File: src/rtl/vga_pkg.sv
// vga_pkg: shared VGA text-mode types, screen geometry and pipeline latency.
//   rgb444_t      - 12-bit RGB444 colour
//   SCREEN_W/H    - visible resolution in pixels
//   TEXT_COLS/ROWS - text grid size in cells
//   PIPE_LATENCY  - clocks from sync-generator inputs to pixel outputs
//   mul_const     - constant multiply built only from shifts and adds
package vga_pkg;
   typedef logic [11:0] rgb444_t;
   localparam int unsigned SCREEN_W     = 640;
   localparam int unsigned SCREEN_H     = 480;
   localparam int unsigned TEXT_COLS    = 160;
   localparam int unsigned TEXT_ROWS    = 60;
   localparam int unsigned PIPE_LATENCY = 5;
   function automatic logic [31:0] mul_const(input logic [31:0] a, input int unsigned k);
      logic [31:0] acc;
      acc = '0;
      for (int i = 0; i < 32; i++) acc = k[i] ? acc + (a << i) : acc;
      return acc;
   endfunction
endpackage

File: src/rtl/sync_delay.sv
// sync_delay: DEPTH-stage shift register with a configurable reset value.
//   clk_i, rst_ni - clock, asynchronous active-low reset
//   d_i           - WIDTH-bit input
//   q_o           - d_i delayed by DEPTH clocks (RST_VAL while refilling)
module sync_delay
   import vga_pkg::*;
#(
   parameter int unsigned       DEPTH   = 1,
   parameter int unsigned       WIDTH   = 1,
   parameter logic [WIDTH-1:0]  RST_VAL = '0
) (
   input  logic             clk_i,
   input  logic             rst_ni,
   input  logic [WIDTH-1:0] d_i,
   output logic [WIDTH-1:0] q_o
);
   logic [WIDTH-1:0] pipe_q [DEPTH];
   always_ff @(posedge clk_i or negedge rst_ni) begin
      if (!rst_ni) begin
         for (int i = 0; i < DEPTH; i++) pipe_q[i] <= RST_VAL;
      end else begin
         pipe_q[0] <= d_i;
         for (int i = 1; i < DEPTH; i++) pipe_q[i] <= pipe_q[i-1];
      end
   end
   assign q_o = pipe_q[DEPTH-1];
endmodule

File: src/rtl/text_pixel_gen.sv
// text_pixel_gen: 5-clock text-mode pixel pipeline (text buffer -> font ROM -> RGB).
//   clk_i, rst_ni                 - clock, asynchronous active-low reset
//   pixel_x_i, pixel_y_i          - current pixel from the sync generator
//   video_on_i, hsync_i, vsync_i  - raw timing (syncs active-low)
//   text_addr_o / text_data_i     - text buffer port, 1-clk read latency
//   font_addr_o / font_data_i     - font ROM port, 1-clk read latency
//   cursor_col_i/row_i/en_i       - cursor cell and enable
//   fg_color_i, bg_color_i        - RGB444 colours
//   rgb_o, hsync_o, vsync_o, video_on_o - registered outputs, all aligned
module text_pixel_gen
   import vga_pkg::*;
#(
   parameter int unsigned FONT_ADDR_WIDTH = 10,
   parameter int unsigned FONT_DATA_WIDTH = 4,
   parameter int unsigned GLYPH_ROWS_LOG2 = 3,
   parameter int unsigned TEXT_COLS       = 160,
   parameter int unsigned TEXT_ADDR_WIDTH = 14,
   parameter int unsigned BLINK_FRAMES    = 30
) (
   input  logic                       clk_i,
   input  logic                       rst_ni,
   input  logic [9:0]                 pixel_x_i,
   input  logic [9:0]                 pixel_y_i,
   input  logic                       video_on_i,
   input  logic                       hsync_i,
   input  logic                       vsync_i,
   output logic [TEXT_ADDR_WIDTH-1:0] text_addr_o,
   input  logic [7:0]                 text_data_i,
   output logic [FONT_ADDR_WIDTH-1:0] font_addr_o,
   input  logic [FONT_DATA_WIDTH-1:0] font_data_i,
   input  logic [7:0]                 cursor_col_i,
   input  logic [5:0]                 cursor_row_i,
   input  logic                       cursor_en_i,
   input  logic [11:0]                fg_color_i,
   input  logic [11:0]                bg_color_i,
   output logic [11:0]                rgb_o,
   output logic                       hsync_o,
   output logic                       vsync_o,
   output logic                       video_on_o
);
   localparam int unsigned XS  = $clog2(FONT_DATA_WIDTH);
   localparam int unsigned CW  = $clog2(BLINK_FRAMES + 1);
   localparam int unsigned S4W = 3 + XS + 24;
   // video_on low, both syncs high (inactive) while the pipeline refills
   localparam logic [S4W-1:0] S4_RST = {3'b011, {(XS + 24){1'b0}}};

   logic [TEXT_ADDR_WIDTH-1:0] text_addr_q, text_addr_d;
   logic [FONT_ADDR_WIDTH-1:0] font_addr_q, font_addr_d;
   logic                       inv3_q, inv3_d, inv4_q;
   logic [11:0]                rgb_q, rgb_d;
   logic                       hsync_q, vsync_q, video_on_q;
   logic                       vsync_prev_q, blink_q, blink_d;
   logic [CW-1:0]              frame_q, frame_d;
   logic [9:0]                 cell_col, cell_row;
   logic                       cursor_hit, hit_s2, vs_fall, frame_wrap, pix;
   logic [GLYPH_ROWS_LOG2-1:0] glyph_row_s2;
   logic [S4W-1:0]             s4_d, s4_q;
   logic                       vo_s4, hs_s4, vs_s4;
   logic [XS-1:0]              xg_s4;
   rgb444_t                    fg_s4, bg_s4;
   logic [FONT_DATA_WIDTH-1:0] glyph_shift;

   assign cell_col = pixel_x_i >> XS;
   assign cell_row = pixel_y_i >> GLYPH_ROWS_LOG2;
   assign s4_d     = {video_on_i, hsync_i, vsync_i, pixel_x_i[XS-1:0], fg_color_i, bg_color_i};
   assign {vo_s4, hs_s4, vs_s4, xg_s4, fg_s4, bg_s4} = s4_q;

   sync_delay #(.DEPTH(2), .WIDTH(GLYPH_ROWS_LOG2), .RST_VAL('0)) u_row (
      .clk_i(clk_i), .rst_ni(rst_ni), .d_i(pixel_y_i[GLYPH_ROWS_LOG2-1:0]), .q_o(glyph_row_s2));
   sync_delay #(.DEPTH(2), .WIDTH(1), .RST_VAL(1'b0)) u_hit (
      .clk_i(clk_i), .rst_ni(rst_ni), .d_i(cursor_hit), .q_o(hit_s2));
   sync_delay #(.DEPTH(4), .WIDTH(S4W), .RST_VAL(S4_RST)) u_s4 (
      .clk_i(clk_i), .rst_ni(rst_ni), .d_i(s4_d), .q_o(s4_q));

   always_comb begin
      text_addr_d = TEXT_ADDR_WIDTH'(mul_const(32'(cell_row), TEXT_COLS) + 32'(cell_col));
      // blink_q is sampled here so a blink toggle never rewrites pixels already in flight
      cursor_hit  = cursor_en_i & blink_q & (cell_col == 10'(cursor_col_i)) & (cell_row == 10'(cursor_row_i));
      font_addr_d = FONT_ADDR_WIDTH'({text_data_i[6:0], glyph_row_s2});
      inv3_d      = text_data_i[7] ^ hit_s2;
      // shift the addressed pixel into the MSB (MSB is the leftmost pixel)
      glyph_shift = font_data_i << xg_s4;
      pix         = glyph_shift[FONT_DATA_WIDTH-1];
      rgb_d       = vo_s4 ? ((pix ^ inv4_q) ? fg_s4 : bg_s4) : 12'h000;
      vs_fall     = vsync_prev_q & ~vsync_i;
      frame_wrap  = frame_q == CW'(BLINK_FRAMES - 1);
      frame_d     = vs_fall ? (frame_wrap ? '0 : frame_q + CW'(1)) : frame_q;
      blink_d     = blink_q ^ (vs_fall & frame_wrap);
   end

   always_ff @(posedge clk_i or negedge rst_ni) begin
      if (!rst_ni) begin
         text_addr_q  <= '0;
         font_addr_q  <= '0;
         inv3_q       <= 1'b0;
         inv4_q       <= 1'b0;
         rgb_q        <= '0;
         hsync_q      <= 1'b1;
         vsync_q      <= 1'b1;
         video_on_q   <= 1'b0;
         vsync_prev_q <= 1'b0;
         frame_q      <= '0;
         blink_q      <= 1'b1;
      end else begin
         text_addr_q  <= text_addr_d;
         font_addr_q  <= font_addr_d;
         inv3_q       <= inv3_d;
         inv4_q       <= inv3_q;
         rgb_q        <= rgb_d;
         hsync_q      <= hs_s4;
         vsync_q      <= vs_s4;
         video_on_q   <= vo_s4;
         vsync_prev_q <= vsync_i;
         frame_q      <= frame_d;
         blink_q      <= blink_d;
      end
   end

   assign text_addr_o = text_addr_q;
   assign font_addr_o = font_addr_q;
   assign rgb_o       = rgb_q;
   assign hsync_o     = hsync_q;
   assign vsync_o     = vsync_q;
   assign video_on_o  = video_on_q;
endmodule

File: config.mk
export PLATFORM = sky130hd
export DESIGN_NAME = text_pixel_gen
export DESIGN_NICKNAME = d
export VERILOG_FILES = /design/src/rtl/vga_pkg.sv /design/src/rtl/sync_delay.sv /design/src/rtl/text_pixel_gen.sv
export SDC_FILE = /design/constraint.sdc
export NUM_CORES = 1
export LEC_CHECK = 0
export BUFFER_PORTS_ARGS = -buffer_cell sky130_fd_sc_hd__buf_2
export CAP_MARGIN = 30
export CORE_UTILIZATION = 60
export CTS_BUF_LIST = sky130_fd_sc_hd__clkbuf_8
export DETAILED_ROUTE_END_ITERATION = 7
export PLACE_DENSITY = 0.85
export SLEW_MARGIN = 15
export SYNTH_ARGS = -nofsm -noshare
export SYNTH_HDL_FRONTEND = slang
export SYNTH_HIERARCHICAL = 1
export SYNTH_SLANG_ARGS = --single-unit
File: constraint.sdc
create_clock -name clk_i -period 4.2 [get_ports clk_i]
set_input_delay 0.63 -clock clk_i [delete_from_list [all_inputs] [get_ports clk_i]]
set_output_delay 0.63 -clock clk_i [all_outputs]
set_load 0.005 [all_outputs]
==> flow_summary_export.csv, run 1 <==
group,metric,value,unit
synthesis,post-synth-top-area-cell,"dfrtp_1",
synthesis,synth-seq-area-share,77.9,%
synthesis,synth_cells,343,
critical_path,crit_path_start_kind,"input port",
critical_path,crit_arrival,2.59,ns
placed_design,port-buffer-count,114,
drt,drc,1,
die,core,8850,um2
drt,vias,2805,
synthesis,yosysTopAreaCellShare,72.7,%
sta,min_period,2.25,ns
global_route,grt_max_degree,108,
placed_design,dpl_cell_area,5990,um2
hold_path,hold_class,"input port to register",
critical_path,reg2reg_slack,2.20,ns
synthesis,netlist_area,5540,um2
critical_path,r2r_start,"u_s4/q_o[24]$_DFF_PN0_",
synthesis,synth_most_common_cell,"dfrtp_1",
sta,period_share,53.5,%
sta,worst_slew_pin_slew,0.926,ns
synthesis,synth_edf_count,0,
run_status,violations,"DRC",
drt,wire_per_inst,15.6,um
clocking,postCtsSetupBuffers,0,
power_and_ir_drop,leakagePower,3.14,nW
global_route,grt_pass1_wl,14300,um
synthesis,synth-seq-cells,172,
sta,fin_tns_setup,0,ns
final_layout,fin_area,6430,um2
die,rows,34,
global_route,grt.met1_usage,22.3,%
die,dieArea,9620,um2
synthesis,synth-main-ff-cell,"dfrtp_1",
clocking,cts_tree,"done",
final_layout,n_antenna_cell,0,
critical_path,endpoint_kind,"register",
critical_path,critPathKind,"input port to register",
die,io_pins,115,
sta,finalHoldViolCount,0,
global_route,grt-ovfl-total,0,
sta,final_max_slew_viol_count,0,
synthesis,synth_cell_type_count,38,
clocking,clock_path_buffers,2,
synthesis,synth_area_per_cell,16.2,um2
placed_design,dp_hpwl,6030,um
global_route,grt_use_total,20.3,%
clocking,clk_pin_slew,0.09,ns
sta,skew,0.0141,ns
die,die_x,98.1,um
global_route,use_met3,7.30,%
clocking,clock-root-buffer,"clkbuf_8",
synthesis,synth_nets,436,
global_route,use_met2,35.9,%
run_status,status,"finished with violations",
power_and_ir_drop,peakVddDrop,0.000240,V
drt,detail-route-antenna-nets,0,
global_route,busiest_layer,"met2",
clocking,clkSinkCount,172,
hold_path,min_path_cells,1,
critical_path,regToRegEndpoint,"rgb_o[10]$_DFF_PN0_",
die,start_util,62.6,%
clocking,htreeDepth,4,
clocking,cts_made_buffers,17,
final_layout,fillerInstances,561,
sta,rsz0062_at_grt,"false",
synthesis,synthTopCellsByCount,"161 x dfrtp_1, 32 x buf_4, 27 x nand3_1",
sta,relSlewSlack,38.1,%
final_layout,final_nets,535,
job,maxCapViolations,0,
hold_path,hp-start,"hsync_i",
sta,fmax,445,MHz
die,die_h,98.1,um
critical_path,reg2reg_depth,4,
critical_path,worstPathRequired,4.54,ns
drt,wl,8770,um
synthesis,yosys_warnings,6,
synthesis,async_flop_share,100,%
drt,via_per_inst,4.99,
sta,setup_viol,0,
hold_path,hold-path-endpoint,"u_s4/pipe_q[114]$_DFF_PN1_",
global_route,antenna_found_initial,0,
critical_path,critical_path_peak_fanout,3,
final_layout,drive_above_1_share,35.5,%
global_route,grt_pass1_vias,3025,
clocking,clk_latency,0.42,ns
synthesis,synth_area_leaders,"dfrtp_1 73%, dfstp_2 5.2%, buf_4 4.3%",
power_and_ir_drop,p_per_area,508,nW/um2
drt,drt-initial-drc-count,85,
final_layout,area_growth,16.0,%
drt,drtPass1Iterations,6,
placed_design,place.gp.congestion,0.890,
## how the worst max path moves through the flow
stage	startpoint	end	slack (ns)	cells past startpoint
2_1_floorplan	pixel_x_i[9]	text_addr_o[13]$_DFF_PN0_	1.83	8
3_3_place_gp	pixel_x_i[9]	text_addr_o[13]$_DFF_PN0_	1.65	9
3_5_place_dp	pixel_y_i[3]	text_addr_o[13]$_DFF_PN0_	1.54	9
4_1_cts	pixel_y_i[3]	text_addr_o[13]$_DFF_PN0_	1.99	9
5_1_grt	pixel_x_i[9]	text_addr_o[13]$_DFF_PN0_	1.88	9
6_report	pixel_y_i[3]	text_addr_o[13]$_DFF_PN0_	1.95	9
## worst max-delay path, cell delays in order
cell and delay [ns]:
buf_2 0.11, inv_1 0.07, fa_1 0.58, inv_1 0.06
ha_1 0.29, a21oi_1 0.21, o211ai_1 0.16, o41ai_1 0.33
xnor2_1 0.16
## routing by layer
layer	wire, um	up-vias
met5	0	-
met4	119	0
met3	436	13
met2	4930	94
met1	3290	1408
li1	-	1290
## registers in the layout (all words and copies together) (netlist names), 3 cells and up
name          cells
u_s4/q_o         29
rgb_o            12
font_addr_o      10
u_row/q_o         3
text_addr_o      14
u_s4/pipe_q      87
frame_q           5
u_row/pipe_q      3
## logic make-up after synthesis
group                      Yosys count  share of synthesized area (%)
AOI/OAI and AO/OA                   18                           2.26
xor gates and xnor gates            22                           3.61
adders and majority gates           17                           4.11
buffers and inverters               48                           5.87
DFF                                172                           77.9
muxes                                1                          0.406
and+or+nand+nor                     65                           5.83
## power breakdown
group / internal, mW / switching (mW) / total, mW
clock network: 0.557 / 0.584 / 1.14
registers: 1.78 / 0.0548 / 1.84
logic: 0.129 / 0.160 / 0.288
## repair_timing
item,CTS,global route
resized for setup,0,0
hold buffers,0,1
endpoints found under the hold margin,0,10
## layout make-up
cell class / count / area (um2) / share of cell area (%)
clock buffers: 18 / 248 / 3.85
clock inverters: 13 / 155 / 2.41
inverters: 11 / 41.3 / 0.642
multi-input cells: 123 / 898 / 14.0
flip-flops and latches: 172 / 4320 / 67.2
well taps: 108 / 135 / 2.10
repair buffers: 117 / 634 / 9.87
## cells in the final DEF, fill, tap and decap left out, types with 3 or more instances in the layout
master      synthesis  routed
o21ai_0             3       3
inv_1              11      11
dfstp_2            11      11
o31ai_1             3       3
nor3_1              5       5
nor2_1              5       5
ha_1               15      15
buf_2               0     113
xor2_1              9       9
clkbuf_8            1      18
dfrtp_1           161     161
nand3_1            27      27
inv_6               0       5
xnor2_1            12      12
clkinvlp_4          0       3
nand2_1            16      16
## stage by stage
step                      util [%]  power [mW]  worst slack [ns]  hold WS (ns)  cells
after global routing          72.7        3.42              1.88         0.255    562
after floorplan                  -        2.02              1.83         0.331    343
final                         72.7        3.27              1.95         0.299    562
after detailed placement      67.7        2.16              1.54         0.335    529
after CTS                     72.2        3.30              1.99         0.265    560
after global placement        67.7        2.12              1.65         0.331    529
No activity file was read; power rests on OpenSTA's default activity.
==> run 2, diff against run 1 <==
--- a/config.mk
+++ b/config.mk
@@ -7,10 +7,10 @@
 export LEC_CHECK = 0
 export BUFFER_PORTS_ARGS = -buffer_cell sky130_fd_sc_hd__buf_2
 export CAP_MARGIN = 30
-export CORE_UTILIZATION = 60
+export CORE_UTILIZATION = 51
 export CTS_BUF_LIST = sky130_fd_sc_hd__clkbuf_8
 export DETAILED_ROUTE_END_ITERATION = 7
-export PLACE_DENSITY = 0.85
+export PLACE_DENSITY = 0.77
 export SLEW_MARGIN = 15
 export SYNTH_ARGS = -nofsm -noshare
 export SYNTH_HDL_FRONTEND = slang
==> constraint.sdc (replaced) <==
create_clock -name clk_i -period 2 [get_ports clk_i]
set_input_delay 0.3 -clock clk_i [delete_from_list [all_inputs] [get_ports clk_i]]
set_output_delay 0.3 -clock clk_i [all_outputs]
set_load 0.005 [all_outputs]
==> run 2 against run 1 <==
- the flow now finishes without violations
- total power up 110%
- sequential power up 110%
- core utilization down 5.6 points
- worst setup slack worse by 1.8 ns
- sequential cell count unchanged
- die area up 17%
- non-clock buffer count up 48
- combinational power up 130%
- clock skew down 0.0072 ns
- sequential share of layout area down 5.3 points
- worst hold slack worse by 0.25 ns
- design area up 8.6%
- critical path type unchanged
- largest cell class unchanged
==> flow_summary_export.csv, run 2 (synthesis results as in run 1) <==
group,metric,value,unit
critical_path,r2r_start,"u_s4/q_o[24]$_DFF_PN0_",
critical_path,cpPeakStageDelay,0.58,ns
job,maxCapViolations,0,
final_layout,n_antenna_cell,0,
drt,vias,2922,
clocking,htreeDepth,4,
clocking,cts_made_buffers,17,
sta,min_period,1.83,ns
clocking,postCtsSetupBuffers,0,
sta,setup_viol,0,
die,io_pins,115,
sta,finalHoldViolCount,0,
drt,drt-initial-drc-count,86,
sta,final_max_slew_viol_count,0,
clocking,clkSinkCount,172,
placed_design,dp_hpwl,5660,um
clocking,clock-root-buffer,"clkbuf_8",
global_route,antenna_found_initial,0,
die,rows,37,
global_route,grt_use_total,17.0,%
drt,wire_per_inst,13.4,um
critical_path,path_cells,"buf_2 > inv_1 > fa_1 > inv_1 > ha_1 > a21oi_1 > o211ai_1 > o41ai_2 > xnor2_1",
clocking,clk_latency,0.42,ns
clocking,cts_tree,"done",
global_route,grt_max_degree,55,
hold_path,min_path_cells,2,
critical_path,reg2reg_slack,0.22,ns
die,die_h,106,um
sta,fin_tns_setup,0,ns
critical_path,reg2reg_depth,4,
global_route,grt_pass1_wl,14200,um
critical_path,regToRegEndpoint,"rgb_o[9]$_DFF_PN0_",
power_and_ir_drop,leakagePower,3.36,nW
drt,wl,8530,um
critical_path,critPathKind,"input port to register",
drt,detail-route-antenna-nets,0,
die,core,10400,um2
power_and_ir_drop,p_per_area,1010,nW/um2
power_and_ir_drop,peakVddDrop,0.000725,V
drt,via_per_inst,4.57,
drt,drtPass1Iterations,5,
die,start_util,53.2,%
critical_path,endpoint_kind,"register",
critical_path,worst_path_max_delay_cell,"fa_1",
sta,rsz0062_at_grt,"false",
hold_path,hold-path-endpoint,"inv3_q$_DFF_PN0_",
final_layout,final_nets,583,
critical_path,cp_common_cell,"inv_1",
final_layout,top_register,"u_s4/pipe_q",
hold_path,hold_class,"input port to register",
power_and_ir_drop,total_power,7.03,mW
hold_path,hp-start,"text_data_i[7]",
run_status,status,"finished clean",
sta,skew,0.00696,ns
global_route,grt-ovfl-total,0,
placed_design,place.gp.congestion,0.776,
final_layout,drive_above_1_share,33.4,%
clocking,clk_pin_slew,0.08,ns
die,die_x,106,um
placed_design,port-buffer-count,114,
drt,drc,0,
sta,relSlewSlack,52.5,%
final_layout,final_cell_mix,"161 x dfrtp_1, 113 x buf_2, 45 x dlygate4sd3_1, 27 x nand3_1, 18 x clkbuf_8",
sta,fmax,546,MHz
critical_path,critical_path_peak_fanout,2,
critical_path,crit_arrival,2.18,ns
global_route,grt_pass1_vias,3134,
final_layout,area_growth,26.0,%
final_layout,largest_register_ffs,87,
critical_path,crit_path_start_kind,"input port",
clocking,clock_path_buffers,2,
critical_path,worstPathRequired,2.35,ns
sta,worst_slew_pin_slew,0.712,ns
sta,period_share,91.6,%
die,dieArea,11300,um2
final_layout,layout_commonest_cell,"dfrtp_1",
-- run 2: cell types whose count changed in the layout (fill, tap and decap cells not counted), sizes merged --
cell,delta
dlygate4sd3,+44
clkinv,-1
buf,+4
clkinvlp,+1
bufinv,+1
-- run 2: stage by stage --
step / cells / util [%] / instance area, um2 / hold slack, ns / worst slack [ns]
after floorplan: 343 / - / 5550 / 0.00441 / 0.0211
after global placement: 562 / 58.5 / 6090 / 0.271 / -0.147
after detailed placement: 562 / 58.5 / 6090 / 0.276 / -0.253
after CTS: 639 / 67.1 / 6980 / 0.0223 / 0.179
after global routing: 639 / 67.1 / 6980 / 0.0267 / 0.0951
final: 639 / 67.1 / 6980 / 0.0525 / 0.167
-- run 2: timing repair --
| action | 4_1_cts | 5_1_grt |
|---|---|---|
| hold endpoints to repair | 93 | 0 |
| setup endpoints to repair | 11 | 0 |
| hold buffers | 45 | 0 |
| gates resized for setup | 1 | 0 |
-- run 2: report_power, final --
| part | switching (mW) | internal, mW |
|---|---|---|
| clock network | 1.20 | 1.30 |
| logic | 0.338 | 0.335 |
| registers | 0.110 | 3.75 |
-- run 2: final cells by class --
| class | instances | area (um2) |
|---|---|---|
| flip-flops and latches | 172 | 4320 |
| fillers | 737 | 3430 |
| repair buffers | 165 | 1110 |
| multi-input cells | 123 | 913 |
| clock buffers | 18 | 248 |
| clock inverters | 14 | 184 |
| well taps | 136 | 170 |
| inverters | 11 | 41.3 |
-- run 2: worst max-delay path, delay by kind of cell --
kind                       cells  cell delay, ns
adders and majority gates      2            0.88
xor gates and xnor gates       1            0.16
buffers and inverters          3            0.21
AOI/OAI and AO/OA              3            0.63
-- run 2: per-layer routing --
metal | vias to the layer above | track usage (%) | wire length (um) | part of all wire [%]
met1 | 1438 | 19.1 | 3270 | 38
met5 | - | 0 | 0 | 0
met3 | 16 | 5.40 | 474 | 5.6
met4 | 0 | 8.73 | 184 | 2.2
met2 | 83 | 29.1 | 4600 | 54
li1 | 1385 | - | - | -
-- run 2: worst max-delay path by stage --
stage | start | endpoint | slack (ns) | depth (start not counted)
CTS | u_s4/q_o[24]$_DFF_PN0_ | rgb_o[9]$_DFF_PN0_ | 0.18 | 4
global placement | pixel_x_i[9] | text_addr_o[13]$_DFF_PN0_ | -0.15 | 9
finish | pixel_x_i[9] | text_addr_o[13]$_DFF_PN0_ | 0.17 | 9
floorplan | pixel_x_i[9] | text_addr_o[13]$_DFF_PN0_ | 0.02 | 8
detailed placement | pixel_x_i[9] | text_addr_o[13]$_DFF_PN0_ | -0.25 | 9
global route | u_s4/q_o[24]$_DFF_PN0_ | rgb_o[8]$_DFF_PN0_ | 0.1 | 4
